===== src/rtl/taxi_fare_calc_pkg.sv =====
// Shared widths, FSM state type, default tariff constants and a saturating
// fare adder for the taxi fare stage. The distance stage and the display
// stage use the same constants.
package taxi_pkg;

    localparam int DIST_W = 17;
    localparam int FARE_W = 16;
    localparam int ACC_W  = 18;

    localparam int DEF_BASE_FARE        = 130;
    localparam int DEF_FREE_M           = 3000;
    localparam int DEF_UNIT_M           = 1000;
    localparam int DEF_UNIT_PRICE       = 23;
    localparam int DEF_LOW_PRICE        = 23;
    localparam int DEF_NIGHT_UNIT_PRICE = 28;
    localparam int DEF_FARE_MAX         = 65535;

    typedef enum logic [1:0] {IDLE, RUN, SETTLE, DONE} state_t;

    // Adds inc to fare and clamps the result at ceil.
    function automatic logic [FARE_W-1:0] fare_sat_add(
        input logic [FARE_W-1:0] fare,
        input logic [FARE_W-1:0] inc,
        input logic [FARE_W-1:0] ceil
    );
        logic [FARE_W:0] sum;
        sum = {1'b0, fare} + {1'b0, inc};
        return (sum > {1'b0, ceil}) ? ceil : sum[FARE_W-1:0];
    endfunction

endpackage


===== src/rtl/taxi_fare_calc_if.sv =====
// Bus between the distance/low-speed stage, the fare stage and the display.
// The night signal exists only when TAXI_NIGHT_TARIFF_EN is defined.
interface taxi_fare_calc_if;
    import taxi_pkg::*;

    logic              stop_state;
    logic [DIST_W-1:0] distance;
    logic [DIST_W-1:0] low_time;
`ifdef TAXI_NIGHT_TARIFF_EN
    logic              night;
`endif
    logic [FARE_W-1:0] fare;
    logic              fare_done;
    logic              trip_active;

`ifdef TAXI_NIGHT_TARIFF_EN
    modport master (output stop_state, distance, low_time, night,
                    input  fare, fare_done, trip_active);
    modport slave  (input  stop_state, distance, low_time, night,
                    output fare, fare_done, trip_active);
`else
    modport master (output stop_state, distance, low_time,
                    input  fare, fare_done, trip_active);
    modport slave  (input  stop_state, distance, low_time,
                    output fare, fare_done, trip_active);
`endif

endinterface


===== src/rtl/taxi_fare_calc_unit_accum.sv =====
// Distance-to-unit converter: eats the free distance first, accumulates the
// billable remainder (saturating) and releases at most one unit per cycle.
// half_flag tells the settle logic whether the leftover rounds up.
module taxi_unit_accum
    import taxi_pkg::*;
#(
    parameter int FREE_M = DEF_FREE_M,
    parameter int UNIT_M = DEF_UNIT_M
) (
    input  logic              clk,
    input  logic              rst_n,
    input  logic              clear,
    input  logic              enable,
    input  logic              drain_en,
    input  logic [DIST_W-1:0] delta,
    output logic              unit_stb,
    output logic              whole_flag,
    output logic              half_flag
);

    localparam logic [ACC_W-1:0] UNIT_V = ACC_W'(UNIT_M);
    localparam logic [ACC_W-1:0] HALF_V = ACC_W'(UNIT_M / 2);

    logic [DIST_W-1:0] free_left;
    logic [ACC_W-1:0]  acc;
    logic [DIST_W-1:0] used;
    logic [DIST_W-1:0] rem;
    logic [ACC_W:0]    acc_sum;

    // Split the delta into free and billable parts and form the next acc.
    always_comb begin
        // NOTE: every signal written here gets a default first, so no latch is inferred.
        used       = '0;
        rem        = '0;
        whole_flag = (acc >= UNIT_V);
        half_flag  = (acc >= HALF_V);
        unit_stb   = drain_en && whole_flag;
        if (enable) begin
            if (delta > free_left) begin
                used = free_left;
                rem  = delta - free_left;
            end else begin
                used = delta;
            end
        end
        acc_sum = {1'b0, acc}
                - (unit_stb ? {1'b0, UNIT_V} : '0)
                + {{(ACC_W + 1 - DIST_W){1'b0}}, rem};
    end

    // Free-distance and accumulator registers; clear re-arms them per trip.
    always_ff @(posedge clk) begin
        // NOTE: state registers use non-blocking assignments so every flop updates from pre-edge values.
        if (!rst_n) begin
            free_left <= '0;
            acc       <= '0;
        end else if (clear) begin
            free_left <= DIST_W'(FREE_M);
            acc       <= '0;
        end else begin
            free_left <= free_left - used;
            acc       <= acc_sum[ACC_W] ? '1 : acc_sum[ACC_W-1:0];
        end
    end

endmodule


===== src/rtl/taxi_fare_calc.sv =====
// Taxi fare calculator: base fare, per-kilometre charge and low-speed
// surcharge in dimes, settled with round-half-up when the trip stops.
// Optional macro TAXI_NIGHT_TARIFF_EN adds the night port and the
// NIGHT_UNIT_PRICE parameter (distance price latched at trip start).
module taxi_fare_calc
    import taxi_pkg::*;
#(
    parameter int BASE_FARE  = DEF_BASE_FARE,
    parameter int FREE_M     = DEF_FREE_M,
    parameter int UNIT_M     = DEF_UNIT_M,
    parameter int UNIT_PRICE = DEF_UNIT_PRICE,
    parameter int LOW_PRICE  = DEF_LOW_PRICE,
`ifdef TAXI_NIGHT_TARIFF_EN
    parameter int NIGHT_UNIT_PRICE = DEF_NIGHT_UNIT_PRICE,
`endif
    parameter int FARE_MAX   = DEF_FARE_MAX
) (
    input logic             clk,
    input logic             rst_n,
    taxi_fare_calc_if.slave bus
);

    state_t            state, state_next;
    logic              start, finalize;
    logic              sample, drain_en;
    logic              unit_stb, whole_flag, half_flag;
    logic              low_pending, low_step;
    logic [DIST_W-1:0] dist_prev, low_prev, low_target, low_ref;
    logic [FARE_W-1:0] fare, price, inc;

`ifdef TAXI_NIGHT_TARIFF_EN
    logic night_q;

    // Night tariff is fixed for the whole trip at its start.
    always_ff @(posedge clk) begin
        if (!rst_n)     night_q <= 1'b0;
        else if (start) night_q <= bus.night;
    end

    assign price = night_q ? FARE_W'(NIGHT_UNIT_PRICE) : FARE_W'(UNIT_PRICE);
`else
    assign price = FARE_W'(UNIT_PRICE);
`endif

    // Once stop is seen the inputs are being cleared upstream, so only
    // RUN with stop_state low samples them.
    assign sample      = (state == RUN) && !bus.stop_state;
    assign drain_en    = (state == RUN) || (state == SETTLE);
    assign low_pending = (low_target != low_prev);

    taxi_unit_accum #(
        .FREE_M (FREE_M),
        .UNIT_M (UNIT_M)
    ) u_accum (
        .clk        (clk),
        .rst_n      (rst_n),
        .clear      (start),
        .enable     (sample),
        .drain_en   (drain_en),
        .delta      (bus.distance - dist_prev),
        .unit_stb   (unit_stb),
        .whole_flag (whole_flag),
        .half_flag  (half_flag)
    );

    // FSM state register.
    always_ff @(posedge clk) begin
        if (!rst_n) state <= IDLE;
        else        state <= state_next;
    end

    // Next-state logic plus trip start and settle strobes.
    always_comb begin
        state_next = state;
        start      = 1'b0;
        finalize   = 1'b0;
        case (state)
            IDLE: if (!bus.stop_state) begin
                state_next = RUN;
                start      = 1'b1;
            end
            RUN: if (bus.stop_state) state_next = SETTLE;
            SETTLE: if (!whole_flag && !low_pending) begin
                state_next = DONE;
                finalize   = 1'b1;
            end
            DONE:    state_next = IDLE;
            default: state_next = IDLE;
        endcase
    end

    // Low-speed stepping and the fare increment for this cycle.
    always_comb begin
        low_ref  = sample ? bus.low_time : low_target;
        low_step = drain_en && (low_ref != low_prev);
        inc      = '0;
        if (unit_stb)              inc = inc + price;
        if (low_step)              inc = inc + FARE_W'(LOW_PRICE);
        if (finalize && half_flag) inc = inc + price;
    end

    // Fare and input-history registers.
    always_ff @(posedge clk) begin
        if (!rst_n) begin
            fare       <= '0;
            dist_prev  <= '0;
            low_prev   <= '0;
            low_target <= '0;
        end else if (start) begin
            fare       <= FARE_W'(BASE_FARE);
            dist_prev  <= '0;
            low_prev   <= '0;
            low_target <= '0;
        end else begin
            if (sample) begin
                dist_prev  <= bus.distance;
                low_target <= bus.low_time;
            end
            if (low_step) low_prev <= low_prev + 1'b1;
            fare <= fare_sat_add(fare, inc, FARE_W'(FARE_MAX));
        end
    end

    assign bus.fare        = fare;
    assign bus.fare_done   = (state == DONE);
    assign bus.trip_active = drain_en;

endmodule

===== src/flat_wrapper.sv =====
// flat-port wrapper written by rule: the top's interface ports become plain ports
module taxi_fare_calc_flat import taxi_pkg::*;
#(
    parameter int BASE_FARE  = DEF_BASE_FARE,
    parameter int FREE_M     = DEF_FREE_M,
    parameter int UNIT_M     = DEF_UNIT_M,
    parameter int UNIT_PRICE = DEF_UNIT_PRICE,
    parameter int LOW_PRICE  = DEF_LOW_PRICE,

    parameter int FARE_MAX   = DEF_FARE_MAX
)
  (clk, rst_n, bus_stop_state, bus_distance, bus_low_time, bus_fare, bus_fare_done, bus_trip_active);
  taxi_fare_calc_if bus_i ();
  input logic clk;
  input logic rst_n;
  input wire logic [$bits(bus_i.stop_state)-1:0] bus_stop_state;
  input wire logic [$bits(bus_i.distance)-1:0] bus_distance;
  input wire logic [$bits(bus_i.low_time)-1:0] bus_low_time;
  output wire logic [$bits(bus_i.fare)-1:0] bus_fare;
  output wire logic [$bits(bus_i.fare_done)-1:0] bus_fare_done;
  output wire logic [$bits(bus_i.trip_active)-1:0] bus_trip_active;
  assign bus_i.stop_state = bus_stop_state;
  assign bus_i.distance = bus_distance;
  assign bus_i.low_time = bus_low_time;
  assign bus_fare = bus_i.fare;
  assign bus_fare_done = bus_i.fare_done;
  assign bus_trip_active = bus_i.trip_active;
  taxi_fare_calc #(.BASE_FARE(BASE_FARE), .FREE_M(FREE_M), .UNIT_M(UNIT_M), .UNIT_PRICE(UNIT_PRICE), .LOW_PRICE(LOW_PRICE), .FARE_MAX(FARE_MAX)) u_core (.clk(clk), .rst_n(rst_n), .bus(bus_i));
endmodule

===== config.mk =====
export PLATFORM = sky130hd
export DESIGN_NAME = taxi_fare_calc_flat
export DESIGN_NICKNAME = d
export VERILOG_FILES = /design/src/rtl/taxi_fare_calc_pkg.sv /design/src/rtl/taxi_fare_calc_if.sv /design/src/rtl/taxi_fare_calc_unit_accum.sv /design/src/rtl/taxi_fare_calc.sv /design/src/flat_wrapper.sv
export SDC_FILE = /design/constraint.sdc
export NUM_CORES = 1
export LEC_CHECK = 0
export CORE_MARGIN = 2
export CORE_UTILIZATION = 35
export DETAILED_ROUTE_END_ITERATION = 6
export REMOVE_ABC_BUFFERS = 1
export SYNTH_ARGS = -nofsm -noshare
export SYNTH_HDL_FRONTEND = slang
export SYNTH_SLANG_ARGS = --single-unit

===== constraint.sdc =====
create_clock -name clk -period 9.45 [get_ports clk]
set_input_delay 1.89 -clock clk [delete_from_list [all_inputs] [get_ports clk]]
set_output_delay 1.89 -clock clk [all_outputs]
set_load 0.005 [all_outputs]

-- Word-level counts from Yosys, hierarchy flattened
Cells that the tools add are included.
- $add $sub $neg: 9
- order comparisons: 4
- equality and inequality tests: 8
- multiplexer cells: 21
- bitwise operators: 1
- reduce and logical (&&, ||, !) cells: 12
- operator list (kind ; count):
    17-bit two-way mux ; 5
    17-bit subtractor ; 3
    16-bit two-way mux ; 3
    17-bit inequality test ; 2
    19-bit by 17-bit adder with 19-bit output ; 1
    18-bit by 10-bit subtractor with 19-bit output ; 1
    18-bit by 10-bit >= comparator with 1-bit output, second input constant ; 1
    18-bit by 9-bit >= comparator with 1-bit output, second input constant ; 1
    18-bit two-way mux ; 1
    16-bit by 16-bit adder with 17-bit output ; 1
    17-bit by 1-bit adder with 17-bit output, second input constant ; 1
    17-bit by 16-bit greater-than comparator with 1-bit output, second input constant ; 1
    17-bit greater-than comparator ; 1
    16-bit by 5-bit adder with 16-bit output, second input constant ; 1
    12-bit two-way mux ; 1
    10-bit two-way mux ; 1
    8-bit two-way mux ; 1
    2-bit one-hot mux with 4 select lines ; 1
    5-bit by 5-bit adder with 6-bit output, second input constant ; 1
    2-bit two-way mux ; 3
    2-bit inequality test, second input constant ; 3
    1-bit logical AND ; 5
    5-bit two-way mux ; 1
    2-bit == test, second input constant ; 2
    other kinds (8) ; 13
- flip-flop bits (word level): 104
- input port bits: 37
- output and inout bits: 18
- logic and storage cells: 64

-- Logic depth before layout (Yosys ltp)
- word-level depth: 12
- depth in mapped cells: 34
- gate-level depth less buffers: 32

-- Hierarchy
Synthesis repeated with hierarchy kept, for this count alone.
- cells, all modules: 1126
- area, all modules: 8917.3 µm²
- by module, submodules not included (module ; times used ; cells each ; area an instance (µm²) ; seq. area each (µm²)):
    taxi_fare_calc ; 1 ; 569 ; 4618.2 ; 1381.3
    taxi_unit_accum ; 1 ; 557 ; 4299.1 ; 700.7

-- Least setup slack after synthesis
Ideal clock, no wire load.
- path type: input-to-reg
- start point: input bus_distance[0]
- end point: register u_core.u_accum.acc[10]
- library setup time: 0.133 ns
- data arrival time: 7.634 ns
- data required time: 9.317 ns
- setup slack: 1.684 ns
- stages: 31
- path buffers: 1
- path through: inv_1 ha_1 fa_1 nor2b_1 o31a_1 o41ai_2 a31oi_1 a21o_1 a211oi_1 nor2_1 ha_1 nand4_1 nor4_1 a21oi_1 nand4_1 a2bb2oi_1 or2_2 or3_1 fa_1 inv_1 ha_1 o21ai_0 a21boi_0 o21ai_0 nand3_1 o31ai_1 a31oi_1 mux2_2 nand2_1 clkbuf_1 a21oi_1
- cells in the longest elaborated chain, start to end: 6
- elaborated cells between the ends (all ways): 7
- classes of those cells: 3 x add/sub; 1 x order compare; 3 x mux
- ends and longest elaborated chain (element ; line ; source):
    start, declared ; flat_wrapper.sv:17 ; input wire logic [$bits(bus_i.distance)-1:0] bus_distance;
    17-bit subtractor (*) ; taxi_fare_calc.sv:60 ; .delta (bus.distance - dist_prev),
    17-bit subtractor or 17-bit greater-than comparator (tied branches) ; taxi_fare_calc_unit_accum.sv:41, taxi_fare_calc_unit_accum.sv:39 ;
    17-bit two-way mux (*) ; taxi_fare_calc_unit_accum.sv:39 ; if (delta > free_left) begin
    17-bit two-way mux (*) ; taxi_fare_calc_unit_accum.sv:38 ; if (enable) begin
    19-bit by 17-bit adder with 19-bit output (*) ; taxi_fare_calc_unit_accum.sv:48 ; + {{(ACC_W + 1 - DIST_W){1'b0}}, rem};
    18-bit two-way mux (*) ; taxi_fare_calc_unit_accum.sv:62 ; acc <= acc_sum[ACC_W] ? '1 : acc_sum[ACC_W-1:0];
    end signal, assigned ; taxi_fare_calc_unit_accum.sv:62 ;
    end, declared ; taxi_fare_calc_unit_accum.sv:25 ; logic [ACC_W-1:0] acc;
Every way passes the cells marked *; elsewhere a longest branch is shown, timed or not.
A chain may end at the register's enable or synchronous reset.

-- Final worst setup path
- start point: input bus_distance[0]
- end point: register u_core.u_accum.acc[4]
Same word-level chain as after synthesis.

==> flow_summary.toml <==
[global_routing]
grt_first_pass_wirelength_um = 30830
gr-usage-all-layers_pct = 15.49
grt_pass1_vias = 6608
antenna_found_initial = 0
grt.overflow.total = 0
grt_max_degree = 94

[yosys]
ys_top_cells_by_area = "dfxtp_1 (26%), ha_1 (15%), xnor2_1 (6.3%)"
synth_edf_count = 0
synth_cell_types = 54
synth_fa_ha_area_share_pct = 17.00
ys_ff_latch = 104
yosys.area_share.simple_pct = 19.06
synth-warning-count = 0
synthCells = 1038
synth_area_leader_cell = "dfxtp_1"
synth_top_family_by_area = "simple AND/OR/NAND/NOR gates"
seq_area_frac_synth_pct = 25.72
synth-async-reset-ratio_pct = 0
syn_area_um2 = 8094
synth_ff_type = "dfxtp_1"
synth_xor_area_share_pct = 11.58
syn_area_per_cell_um2 = 7.798
synth_mux_area_share_pct = 3.184
synth_compound_area_share_pct = 16.48
synth_top_area_share_pct = 25.72

[sta]
rsz0062_at_grt = "false"
slew_violations = 0
setup_viol_count_final = 0
hold_ws_ns = 0.4585
fmax_mhz = 116.0
fin_skew_ns = 0.01270
post-route-min-period_ns = 8.618
fin_crit_sh_pct = 91.19
hold_viol_final = 0
worst_pin_slew_ns = 1.047
fin_tns_setup_ns = 0
relSlewSlack_pct = 30.21

[setup_path]
cp_common_cell = "ha_1"
setup.worst_path.end_class = "flip-flop"
path_max_fanout = 12
crit_arrival_ns = 8.81
cpMaxStageDelayCell = "fa_1"
slowest_delay_ns = 0.48
worst-endpoint-required_ns = 9.64
crit_type = "in -> reg"
startpoint_type = "input port"

[drt]
avgViaCountPerCell = 5.011
via_count = 6865
post_drt_wl_per_cell_um = 13.32
firstDrtPassIters = 6
wl_um = 18250
initialDrtViolationCount = 292
drc = 0
antenna_left = 0

[pwr]
irDropWorstVdd_mv = 0.1922
pwr-share-comb_pct = 71.3
pwr-share-clk_pct = 11.2
p_switching_mw = 1.623
swShare_pct = 47.47
p_seq_share_pct = 17.5
p_leak_nw = 3.843
p_int_mw = 1.796
power_density_nw_per_um2 = 369.8

[cts]
tritoncts = "built"
clock-sinks = 104
insertion_delay_ns = 0.37
h-tree-depth = 3
clkTransAtPathRegs_ns = 0.07
root_buffer = "clkbuf_16"
ctsResizeCount = 0
clockBufferDepth = 2
cts-buffers-inserted = 9
postCtsHoldBufs = 0
cts_setup_buffers = 0

[place]
port_buffers = 54
place_hpwl_um = 14020
gp_congestion = 0.8458

[finish]
syn_to_final_growth_pct = 14.24
antenna_cells = 0
drive_gt1_share_pct = 3.963
nets = 1221

[floorplanning]
rows = 55
die_height_um = 156.1
design.die.area_um2 = 24360
start_util_pct = 35.75
die_w_um = 156.1
core_um2 = 22640
ios = 55

[worst_hold_path]
hold_path_class = "reg -> reg"

[job]
maxCapViolations = 0

[status]
status = "complete, no violations"
Yosys cell counts (11+ instances only):
cell type  instances
a31oi_1           12
a21oi_1           97
nand4_1           11
ha_1              94
o21ai_0           47
nor3_1            19
mux2i_1           19
dfxtp_1          104
nand2_1          106
inv_1            115
a21o_1            19
nor2b_1           17
nor4_1            11
clkbuf_1          26
xnor2_1           58
nor2_1            89
nand3_1           25
and3_1            15
xor2_1            49
final timing paths:
kind	startpoint	to	slack, ns	cells past startpoint
worst max-delay path	bus_distance[0]	u_core.u_accum.acc[4]	0.83	32
worst min register to register	u_core.dist_prev[2]	u_core.dist_prev[2]	0.46	2
worst min-delay path	u_core.dist_prev[2]	u_core.dist_prev[2]	0.46	2
worst max register to register	u_core.dist_prev[1]	u_core.u_accum.acc[4]	2.48	32
logic make-up after synthesis:
| family | Yosys count |
|---|---|
| XOR/XNOR | 107 |
| buffers and inverters | 147 |
| multiplexers | 25 |
| flip-flops | 104 |
| AND/OR/NAND/NOR | 329 |
| adder cells (fa/ha/maj) | 104 |
| AO/OA/AOI/OAI | 222 |
area by class of cell:
cell class                      instances  area, µm²
Clock inverter                          6      61.31
Clock buffer                           10      229.0
Inverter                              116      435.4
Fill cell                            2348      13390
Timing Repair Buffer                   62      613.1
Sequential cell                       104       2082
Tap cell                              285      356.6
Multi-Input combinational cell        787       5469
per-stage QoR:
stage          area (µm²)  std cells  util [%]  setup WS (ns)  power (mW)
6_report             9246       1370     40.84         0.8322       3.419
5_1_grt              9246       1370     40.84         0.2776       3.812
4_1_cts              9246       1370     40.84         0.8822       3.452
3_5_place_dp         8956       1354     39.56         0.5219       3.041
3_3_place_gp         8956       1354     39.56         0.6749       3.044
2_1_floorplan        7965       1007         -         0.7016       2.498
layer usage:
metal | GRT usage [%] | wire (µm) | vias up | part of all wire (%)
li1 | - | - | 3585 | -
met3 | 4.306 | 787 | 16 | 4.3
met5 | 0 | 0 | - | 0
met1 | 20.07 | 8870 | 3177 | 49
met2 | 25.94 | 8412 | 87 | 46
met4 | 2.927 | 178 | 0 | 0.98
state kept, by name (all words and copies together), names as in the netlist:
name,count
u_core.u_accum.free_left,17
u_core.state,2
u_core.low_prev,17
u_core.low_target,17
u_core.bus.fare,16
u_core.dist_prev,17
u_core.u_accum.acc,18
cells in the final DEF, fill, tap and decap left out, types with 15 or more instances in the layout:
cell,instances
a21o_1,19
a21oi_1,97
and3_1,15
clkdlybuf4s50_1,54
dfxtp_1,104
ha_1,94
inv_1,115
mux2i_1,19
nand2_1,105
nand3_1,25
nor2_1,89
nor2b_1,16
nor3_1,19
o21ai_0,47
xnor2_1,58
xor2_1,49
power groups by stage:
stage | clock (mW) | sequential, mW | combinational [mW]
global placement | 0 | 0.607 | 2.44
global route | 0.414 | 0.610 | 2.79
finish | 0.384 | 0.598 | 2.44
detailed placement | 0 | 0.607 | 2.43
floorplan | 0 | 0.590 | 1.91
CTS | 0.399 | 0.598 | 2.45
critical path: cells and delay by family:
kind	cells	cell delay [ns]
AND/OR/NAND/NOR	9	1.57
adder cells (fa/ha/maj)	5	1.58
multiplexers	1	0.31
AO/OA/AOI/OAI	13	2.75
buffers and inverters	4	0.70
Power figures use the tool's default switching activity.
